**src/rtl/cp_dispatch_unit.sv**
```systemverilog
// ---------------------------------------------------------------------------
// cp_dispatch_unit
//
// Issues coprocessor instructions from the main core to a coprocessor
// decoder. Incoming 32-bit words are decoded for legality, illegal opcodes
// are dropped (with a one-cycle illegal_op pulse), and legal words are kept
// in program order in a small FIFO. The FIFO head is offered to the
// coprocessor over a valid/ready handshake. At most one memory-class op
// (load/store) may be outstanding: once one is issued, all further issue
// stalls until mem_done reports its completion.
//
// Optional feature (macro CP_DISPATCH_STATS_EN): adds two saturating 16-bit
// statistics counters, stat_issued and stat_stall.
//
// Ports:
//   clk, rst_n           clock (rising edge), asynchronous active-low reset
//   in_valid, in_instr   instruction from core ([31:26] opcode, [25:21] rs,
//                        [20:16] rt, [15:11] rd, [15:0] imm)
//   in_ready             unit can take in_instr this cycle
//   flush                synchronous pipeline flush (empties the FIFO)
//   cp_valid, cp_*       head instruction offered to the coprocessor
//   cp_ready             coprocessor accepts the head
//   mem_done             pulse: outstanding memory op has completed
//   illegal_op           pulse: an illegal opcode was dropped last cycle
//   busy                 FIFO non-empty or a memory op is pending
//   stat_issued          (CP_DISPATCH_STATS_EN) number of issued ops
//   stat_stall           (CP_DISPATCH_STATS_EN) cycles with input stalled
// ---------------------------------------------------------------------------
module cp_dispatch_unit #(
    parameter int unsigned DEPTH = 4,
    parameter int unsigned CNT_W = 3
) (
    input  logic        clk,
    input  logic        rst_n,
    input  logic        in_valid,
    input  logic [31:0] in_instr,
    output logic        in_ready,
    input  logic        flush,
    output logic        cp_valid,
    output logic [5:0]  cp_opcode,
    output logic [4:0]  cp_rs,
    output logic [4:0]  cp_rt,
    output logic [4:0]  cp_rd,
    output logic [15:0] cp_imm,
    input  logic        cp_ready,
    input  logic        mem_done,
    output logic        illegal_op,
`ifdef CP_DISPATCH_STATS_EN
    output logic [15:0] stat_issued,
    output logic [15:0] stat_stall,
`endif
    output logic        busy
);

    localparam int unsigned PTR_W = $clog2(DEPTH);

    typedef enum logic [1:0] {
        StIdle,
        StIssue,
        StMemWait
    } state_e;

    // -----------------------------------------------------------------------
    // Opcode classification
    // -----------------------------------------------------------------------
    function automatic logic is_legal(input logic [5:0] op);
        logic legal;
        legal = 1'b0;
        if (op[5:4] == 2'b10) begin
            legal = 1'b1;                  // ALU/immediate class
        end else if (op[5:4] == 2'b11 && op[3:0] <= 4'd4) begin
            legal = 1'b1;                  // non-memory 110000..110010, load, store
        end
        return legal;
    endfunction

    function automatic logic is_mem_op(input logic [5:0] op);
        return (op == 6'b110011) || (op == 6'b110100);
    endfunction

    // -----------------------------------------------------------------------
    // State
    // -----------------------------------------------------------------------
    logic [31:0]      mem_q [DEPTH];
    logic [31:0]      mem_d [DEPTH];
    logic [PTR_W-1:0] wr_ptr_q, wr_ptr_d;
    logic [PTR_W-1:0] rd_ptr_q, rd_ptr_d;
    logic [CNT_W-1:0] count_q, count_d;
    state_e           state_q, state_d;
    logic             mem_pending_q, mem_pending_d;
    logic             illegal_q, illegal_d;

    logic             full;
    logic             accept;
    logic             push;
    logic             pop;
    logic [31:0]      head;

`ifdef CP_DISPATCH_STATS_EN
    logic [15:0]      stat_issued_q, stat_issued_d;
    logic [15:0]      stat_stall_q, stat_stall_d;
`endif

    // -----------------------------------------------------------------------
    // Handshake decode
    // -----------------------------------------------------------------------
    always_comb begin
        full     = (count_q == CNT_W'(DEPTH));
        // No bypass while full: a same-cycle pop does not free a slot for input.
        in_ready = !full && !flush;
        accept   = in_valid && in_ready;
        push     = accept && is_legal(in_instr[31:26]);
        // StIssue is only ever entered with a non-empty FIFO.
        cp_valid = (state_q == StIssue) && !flush;
        pop      = cp_valid && cp_ready;
    end

    // Head fields are a pure function of stored state, so they hold steady
    // while the coprocessor back-pressures.
    always_comb begin
        head      = mem_q[rd_ptr_q];
        cp_opcode = head[31:26];
        cp_rs     = head[25:21];
        cp_rt     = head[20:16];
        cp_rd     = head[15:11];
        cp_imm    = head[15:0];
    end

    // -----------------------------------------------------------------------
    // FIFO next state
    // -----------------------------------------------------------------------
    always_comb begin
        mem_d    = mem_q;
        wr_ptr_d = wr_ptr_q;
        rd_ptr_d = rd_ptr_q;
        count_d  = count_q;

        if (flush) begin
            wr_ptr_d = '0;
            rd_ptr_d = '0;
            count_d  = '0;
        end else begin
            if (push) begin
                mem_d[wr_ptr_q] = in_instr;
                wr_ptr_d        = wr_ptr_q + PTR_W'(1);
            end
            if (pop) begin
                rd_ptr_d = rd_ptr_q + PTR_W'(1);
            end
            unique case ({push, pop})
                2'b10:   count_d = count_q + CNT_W'(1);
                2'b01:   count_d = count_q - CNT_W'(1);
                default: count_d = count_q;
            endcase
        end
    end

    // -----------------------------------------------------------------------
    // Issue FSM next state
    // -----------------------------------------------------------------------
    always_comb begin
        state_d       = state_q;
        mem_pending_d = mem_pending_q;
        // Flush blocks acceptance, so no pulse can follow a flush cycle.
        illegal_d     = accept && !is_legal(in_instr[31:26]);

        unique case (state_q)
            StIdle: begin
                if (count_d != '0) begin
                    state_d = StIssue;
                end
            end
            StIssue: begin
                if (flush) begin
                    state_d = StIdle;
                end else if (pop && is_mem_op(head[31:26])) begin
                    mem_pending_d = 1'b1;
                    state_d       = StMemWait;
                end else if (count_d == '0) begin
                    state_d = StIdle;
                end
            end
            StMemWait: begin
                // Flush leaves this state alone: the in-flight op still completes.
                if (mem_done) begin
                    mem_pending_d = 1'b0;
                    state_d       = (count_d != '0) ? StIssue : StIdle;
                end
            end
            default: begin
                state_d       = StIdle;
                mem_pending_d = 1'b0;
            end
        endcase
    end

    // -----------------------------------------------------------------------
    // Registers
    // -----------------------------------------------------------------------
    always_ff @(posedge clk or negedge rst_n) begin
        if (!rst_n) begin
            for (int unsigned i = 0; i < DEPTH; i++) begin
                mem_q[i] <= '0;
            end
            wr_ptr_q      <= '0;
            rd_ptr_q      <= '0;
            count_q       <= '0;
            state_q       <= StIdle;
            mem_pending_q <= 1'b0;
            illegal_q     <= 1'b0;
        end else begin
            mem_q         <= mem_d;
            wr_ptr_q      <= wr_ptr_d;
            rd_ptr_q      <= rd_ptr_d;
            count_q       <= count_d;
            state_q       <= state_d;
            mem_pending_q <= mem_pending_d;
            illegal_q     <= illegal_d;
        end
    end

    always_comb begin
        illegal_op = illegal_q;
        busy       = (count_q != '0) || mem_pending_q;
    end

    // -----------------------------------------------------------------------
    // Optional statistics
    // -----------------------------------------------------------------------
`ifdef CP_DISPATCH_STATS_EN
    always_comb begin
        stat_issued_d = stat_issued_q;
        stat_stall_d  = stat_stall_q;
        if (pop && stat_issued_q != 16'hFFFF) begin
            stat_issued_d = stat_issued_q + 16'd1;
        end
        if (in_valid && !in_ready && stat_stall_q != 16'hFFFF) begin
            stat_stall_d = stat_stall_q + 16'd1;
        end
    end

    always_ff @(posedge clk or negedge rst_n) begin
        if (!rst_n) begin
            stat_issued_q <= '0;
            stat_stall_q  <= '0;
        end else begin
            stat_issued_q <= stat_issued_d;
            stat_stall_q  <= stat_stall_d;
        end
    end

    assign stat_issued = stat_issued_q;
    assign stat_stall  = stat_stall_q;
`endif

endmodule

```
**config.mk**
```make
export PLATFORM = sky130hd
export DESIGN_NAME = cp_dispatch_unit
export DESIGN_NICKNAME = d
export VERILOG_FILES = /design/src/rtl/cp_dispatch_unit.sv
export SDC_FILE = /design/constraint.sdc
export NUM_CORES = 1
export LEC_CHECK = 0
export ABC_AREA = 1
export CAP_MARGIN = 20
export CELL_PAD_IN_SITES_DETAIL_PLACEMENT = 2
export CELL_PAD_IN_SITES_GLOBAL_PLACEMENT = 2
export CORE_UTILIZATION = 33
export CTS_CLUSTER_DIAMETER = 50
export DETAILED_ROUTE_END_ITERATION = 8
export PLACE_DENSITY_LB_ADDON = 0.1
export SYNTH_ARGS = -nofsm -noshare
export SYNTH_HDL_FRONTEND = slang
export SYNTH_SLANG_ARGS = --single-unit
```
**constraint.sdc**
```tcl
create_clock -name clk -period 3.16 [get_ports clk]
set_input_delay 0.632 -clock clk [delete_from_list [all_inputs] [get_ports clk]]
set_output_delay 0.632 -clock clk [all_outputs]
set_load 0.1 [all_outputs]
```
==> results of run 1 <==
-- cell usage after synthesis --
library cell | count | area (um^2)
and2_2 | 1 | 7.510
nand2_2 | 10 | 62.56
ha_1 | 5 | 62.56
clkbuf_1 | 13 | 48.80
o31ai_1 | 1 | 7.510
inv_2 | 2 | 7.510
o21ai_0 | 55 | 275.3
buf_6 | 18 | 202.7
a21oi_2 | 1 | 8.760
o21ai_1 | 2 | 10.01
a21oi_1 | 3 | 15.01
dfrtp_1 | 139 | 3478
nand3_1 | 22 | 110.1
inv_4 | 2 | 12.51
a21boi_4 | 1 | 18.77
nand2_8 | 1 | 20.02
nor2_1 | 57 | 214.0
inv_1 | 34 | 127.6
buf_2 | 8 | 40.04
o22ai_1 | 26 | 162.7
and2_1 | 1 | 6.260
nor2_8 | 4 | 80.08
nand2_1 | 418 | 1569
or2_2 | 3 | 18.77
o211ai_1 | 2 | 15.01
fa_1 | 1 | 20.02
buf_4 | 11 | 82.58
nand4_1 | 1 | 6.260
-- power by group through the flow --
stage	registers [mW]	clock network [mW]	logic (mW)
after global placement	2.16	0	3.67
after floorplan	2.14	0	2.42
final	2.15	1.92	3.70
after global routing	2.18	2.04	3.89
after CTS	2.15	1.98	3.75
after detailed placement	2.18	0	3.73
-- worst max-delay path, delay by kind of cell (launching register included) --
kind,cells,cell delay [ps]
DFF,1,370
buffers and inverters,2,850
AOI/OAI and AO/OA,2,610
-- layout make-up --
class,count,share of cell area
clock buffer,19,0.04970
clock inverter,13,0.01479
sequential,139,0.3995
timing repair buffer,103,0.1556
multi-input combinational,615,0.3255
tap,265,0.03806
inverter,38,0.01695
-- worst max-delay path by stage --
stage / start / endpoint / slack (ps) / cells past startpoint
finish: rd_ptr_q[0] / cp_imm[1] / 270 / 4
global route: rd_ptr_q[0] / cp_rd[3] / 140 / 4
CTS: rd_ptr_q[0] / cp_imm[1] / 220 / 4
detailed placement: in_instr[26] / state_q[0] / -160 / 14
global placement: in_instr[26] / state_q[0] / -6 / 14
floorplan: rd_ptr_q[0] / cp_rd[0] / 50 / 7
-- flip-flops by register name, indices dropped and copies added (netlist names) --
signal and flops:
mem_q 128, illegal_op 1, mem_pending_q 1, state_q 2, count_q 3, rd_ptr_q 2
wr_ptr_q 2
-- metrics by stage --
| stage | setup TNS (ps) | total power, mW | utilization | setup WS, ps | hold slack [ps] |
|---|---|---|---|---|---|
| 3_5_place_dp | -162.3 | 5.912 | 0.4146 | -162.3 | 452.5 |
| 6_report | 0 | 7.777 | 0.4432 | 266.1 | 225.4 |
| 4_1_cts | 0 | 7.879 | 0.4432 | 216.0 | 234.6 |
| 2_1_floorplan | 0 | 4.558 | - | 50.31 | 336.4 |
| 3_3_place_gp | -5.558 | 5.828 | 0.4146 | -5.558 | 434.0 |
| 5_1_grt | 0 | 8.102 | 0.4432 | 135.8 | 262.2 |
-- per-layer routing --
| metal | GRT usage | routed length, um |
|---|---|---|
| met3 | 0.03609 | 617 |
| met1 | 0.2957 | 9953 |
| met5 | 0 | 0 |
| met2 | 0.4314 | 11890 |
| met4 | 0.06759 | 269 |
-- cells by family after synthesis --
kind of cell	count (synthesis)	share of synthesized area
fa+ha+maj	6	0.01234
buf+inv	88	0.07799
simple gates	518	0.3131
compound gates	91	0.07668
flops	139	0.5199
==> results.json, run 1 <==
{
  "postCtsHoldBufs": 0,
  "cts_resized": 0,
  "yosysUniqueCellTypes": 28,
  "cts_buffers": 17,
  "finalMaxSlewViolations": 0,
  "rr_startpoint": "count_q[0]",
  "ys_seq_area_frac": 0.5199,
  "post-dp-hpwl_um": 14340,
  "period_share": 0.9158,
  "drive_above_1_share": 0.1575,
  "clk_pin_slew_ps": 60,
  "ir_worst_vdd_v": 0.0004520,
  "finalNetCount": 958,
  "ff2ff_path_depth": 13,
  "syn_avg_cell_area_um2": 7.946,
  "dieArea_um2": 20850,
  "wl_um": 22730,
  "min_period_ps": 2894,
  "core_um2": 19650,
  "die_w_um": 144.4,
  "cp_max_fo": 66,
  "ant_nets": 0,
  "cpMaxStageDelayCell": "buf_4",
  "placement_rows": 51,
  "die_h_um": 144.4,
  "drt_pre_antenna_iters": 4,
  "cp_cell_sequence": "buf_4, o21ai_0, o22ai_1, buf_12",
  "post-place-cells": 1160,
  "clockBufferDepth": 2,
  "timing.slew.headroom": 0.4164,
  "finalWeightedCongestion": 0.7502,
  "drtIter0Drc": 246,
  "r2r_slack_ps": 440,
  "placed_area_um2": 8149,
  "clock_sinks": 139,
  "yosysWarnings": 0,
  "cts-htree-levels": 4,
  "p_seq_frac": 0.277,
  "rsz0062_at_grt": "false",
  "setup_viol": 0,
  "p_comb_frac": 0.476,
  "grt_max_degree": 67,
  "syn-num-nets": 886,
  "vias": 5883,
  "start_util": 0.3404,
  "fin_worst_skew_ps": 10.34,
  "internal_power_mw": 4.350,
  "critPathRequiredTime_ps": 2530,
  "antenna_found_initial": 0,
  "p_switching_mw": 3.427,
  "end_kind": "output port",
  "p_clk_frac": 0.247,
  "design_area_um2": 8711,
  "cts_tree": "built",
  "tightest_slew_ps": 874.1,
  "p_leak_nw": 4.607,
  "hp-class": "in2async",
  "area_growth_syn_to_layout_pct": 30.20,
  "remaining_drc_errors": 0,
  "swShare": 0.4406,
  "synth_area_um2": 6690,
  "r2r_end": "state_q[0]",
  "grt_overflow": 0,
  "path_class": "reg2out",
  "cap_viol_max_count": 0,
  "final_common_cell": "nand2_1",
  "regArea_um2": 3480,
  "clk_latency_ps": 420,
  "wl_per_cell_um": 19.07,
  "startpoint_type": "flop",
  "finalHoldViolations": 0,
  "grt_pass1_vias": 6851,
  "drt-vias-per-instance": 4.935,
  "fmax_ghz": 0.3456,
  "slowest_delay_ps": 620,
  "worst_ep_arrival_time_ps": 2260,
  "power.density_nw_per_um2": 892.8,
  "num_antenna_cells": 0,
  "synth_cells": 842,
  "clk_root_buffer_cell": "clkbuf_16",
  "fin_cells": 1192,
  "io_buffers": 78,
  "fillers": 2240,
  "grt_use_total": 0.2399,
  "multi_input_area_um2": 2835,
  "ios": 79,
  "grt_pass1_wl_um": 37060,
  "synth-seq-cells": 139,
  "final_cell_mix": "nand2_1, dfrtp_1, nor2_1",
  "status": "finished, final reports clean",
  "post_cts_buffers": 0
}
No activity file was read; power rests on OpenSTA's default activity.
==> run 2, diff against run 1 <==
Settings changed: CORE_MARGIN set to 4.
==> run 2 against run 1 <==
Final cell count unchanged. Power up 0.85%. Via count up 2.3%. First-iteration DRC count down 15%. Sequential share of layout area down 0.13 points. Register-to-register slack better by 40 ps. Sequential cell count unchanged. Clock power about the same. Clock-buffer cell count up 4. Sequential power about the same. Largest power group unchanged.
==> results.json, run 2 (same netlist as run 1, synthesis figures left out) <==
{
  "status": "finished, final reports clean",
  "cap_viol_max_count": 0,
  "p_comb_frac": 0.474,
  "end_kind": "output port",
  "setup_viol": 0,
  "post-dp-hpwl_um": 15090,
  "power.density_nw_per_um2": 897.4,
  "drive_above_1_share": 0.1586,
  "finalWeightedCongestion": 0.8203,
  "top_regs": "mem_q x128, count_q x3",
  "rr_startpoint": "count_q[1]",
  "path_buf_inv": 2,
  "min_period_ps": 2969,
  "period_share": 0.9396,
  "vias": 6017,
  "fin_worst_skew_ps": 7.897,
  "cts_resized": 0,
  "ff2ff_path_depth": 13,
  "r2r_end": "state_q[0]",
  "cts-htree-levels": 4,
  "worst_ep_arrival_time_ps": 2340,
  "drtIter0Drc": 209,
  "p_seq_frac": 0.277,
  "grt_overflow": 0,
  "hp-class": "in2async",
  "drt_pre_antenna_iters": 4,
  "fmax_ghz": 0.3368,
  "critPathLaunch": "rd_ptr_q[1]",
  "final_common_cell": "nand2_1",
  "swShare": 0.4426,
  "start_util": 0.3393,
  "cp_cell_sequence": "buf_4, o21ai_0, o22ai_1, buf_12",
  "fillers": 2166,
  "grt_max_degree": 70,
  "internal_power_mw": 4.372,
  "post_cts_buffers": 0,
  "finalMaxSlewViolations": 0,
  "path_class": "reg2out",
  "io_buffers": 78,
  "final_cell_mix": "nand2_1, dfrtp_1, nor2_1",
  "startpoint_type": "flop",
  "pre_cts_ws_ps": -159.7,
  "remaining_drc_errors": 0,
  "placement_rows": 51,
  "clk_root_buffer_cell": "clkbuf_16",
  "grt_pass1_vias": 7029,
  "cts_tree": "built",
  "num_antenna_cells": 0,
  "slowest_delay_ps": 700,
  "clockBufferDepth": 2,
  "grt_use_total": 0.2233,
  "clk_pin_slew_ps": 60,
  "largest_register_ffs": 128,
  "cts_buffers": 17,
  "r2r_slack_ps": 480,
  "wl_per_cell_um": 19.98,
  "finalHoldViolations": 0,
  "clock_sinks": 139,
  "area_growth_syn_to_layout_pct": 30.63,
  "drt-vias-per-instance": 5.048,
  "timing.slew.headroom": 0.4522,
  "path_delay_family": "flip-flops",
  "p_clk_frac": 0.249,
  "postCtsHoldBufs": 0,
  "finalNetCount": 960,
  "regMostFlops": "mem_q",
  "core_um2": 19720,
  "worst_slack_ps": 191.0,
  "cpMaxStageDelayCell": "dfrtp_1",
  "ios": 79,
  "p_switching_mw": 3.471,
  "fin_util": 0.4432,
  "clk_latency_ps": 430,
  "ant_nets": 0,
  "ir_worst_vdd_v": 0.0004777,
  "wl_um": 23820,
  "die_w_um": 150.4,
  "dieArea_um2": 22620,
  "p_leak_nw": 4.616,
  "die_h_um": 150.4,
  "tightest_slew_ps": 820.5,
  "grt_pass1_wl_um": 38540,
  "critPathRequiredTime_ps": 2530,
  "antenna_found_initial": 0,
  "rsz0062_at_grt": "false",
  "cp_max_fo": 25
}
-- run 2: changes by cell type in the layout (fill, tap and decap cells not counted) --
cell        previous run  this run
buf_12                39        40
clkinv_4               3         0
clkinvlp_4             1         2
bufinv_16              2         1
clkinv_2               7         4
buf_4                 27        28
clkbuf_1               2         1
clkbuf_8               0         5
-- run 2: worst max-delay path by stage --
stage,to,cells past startpoint
after global placement,state_q[0],14
after CTS,cp_imm[2],4
after floorplan,cp_rd[0],7
final,cp_imm[2],4
after detailed placement,state_q[0],14
after global routing,cp_imm[2],4
-- run 2: through the flow --
step / cell area [um^2] / TNS (ps) / hold WS [ps] / total power [mW] / std cells
3_5_place_dp: 8177 / -159.7 / 452.4 / 5.936 / 1162
2_1_floorplan: 6835 / 0 / 336.4 / 4.558 / 842
6_report: 8740 / 0 / 229.3 / 7.843 / 1192
5_1_grt: 8740 / 0 / 273.0 / 8.175 / 1192
3_3_place_gp: 8177 / -95.69 / 434.8 / 5.845 / 1162
4_1_cts: 8740 / 0 / 249.9 / 7.933 / 1192
-- run 2: area by class of cell --
class | instances | area [um^2] | share of cell area
flip-flops and latches | 139 | 3480 | 0.3981
multi-input cells | 615 | 2835 | 0.3244
clock buffers | 23 | 498.0 | 0.05698
clock inverters | 7 | 65.06 | 0.007445
well taps | 265 | 331.6 | 0.03794
inverters | 38 | 147.6 | 0.01689
repair buffers | 105 | 1383 | 0.1582
-- run 2: per-layer routing --
layer	vias up	wire, um	GRT usage
li1	2756	-	-
met1	3153	10070	0.2698
met2	86	12790	0.4151
met3	22	719	0.03853
met4	0	232	0.04712
met5	-	0	0
-- run 2: worst reg2reg max path, stage by stage, from the launching register on --
cell	delay, ps
dfrtp_1	420
nor2_1	330
a21oi_4	100
and2_2	240
nand2_8	90
ha_1	200
fa_1	420
or2_2	300
nand3_1	100
nand2_1	60
inv_1	90
nand3_1	90
nand2_1	80
o21ai_0	70
-- run 2: power groups by stage --
stage / Sequential [mW] / Combinational (mW) / Clock (mW)
after floorplan: 2.14 / 2.42 / 0
after global placement: 2.18 / 3.67 / 0
after detailed placement: 2.20 / 3.74 / 0
after CTS: 2.17 / 3.76 / 2.00
after global routing: 2.20 / 3.90 / 2.08
final: 2.17 / 3.72 / 1.95
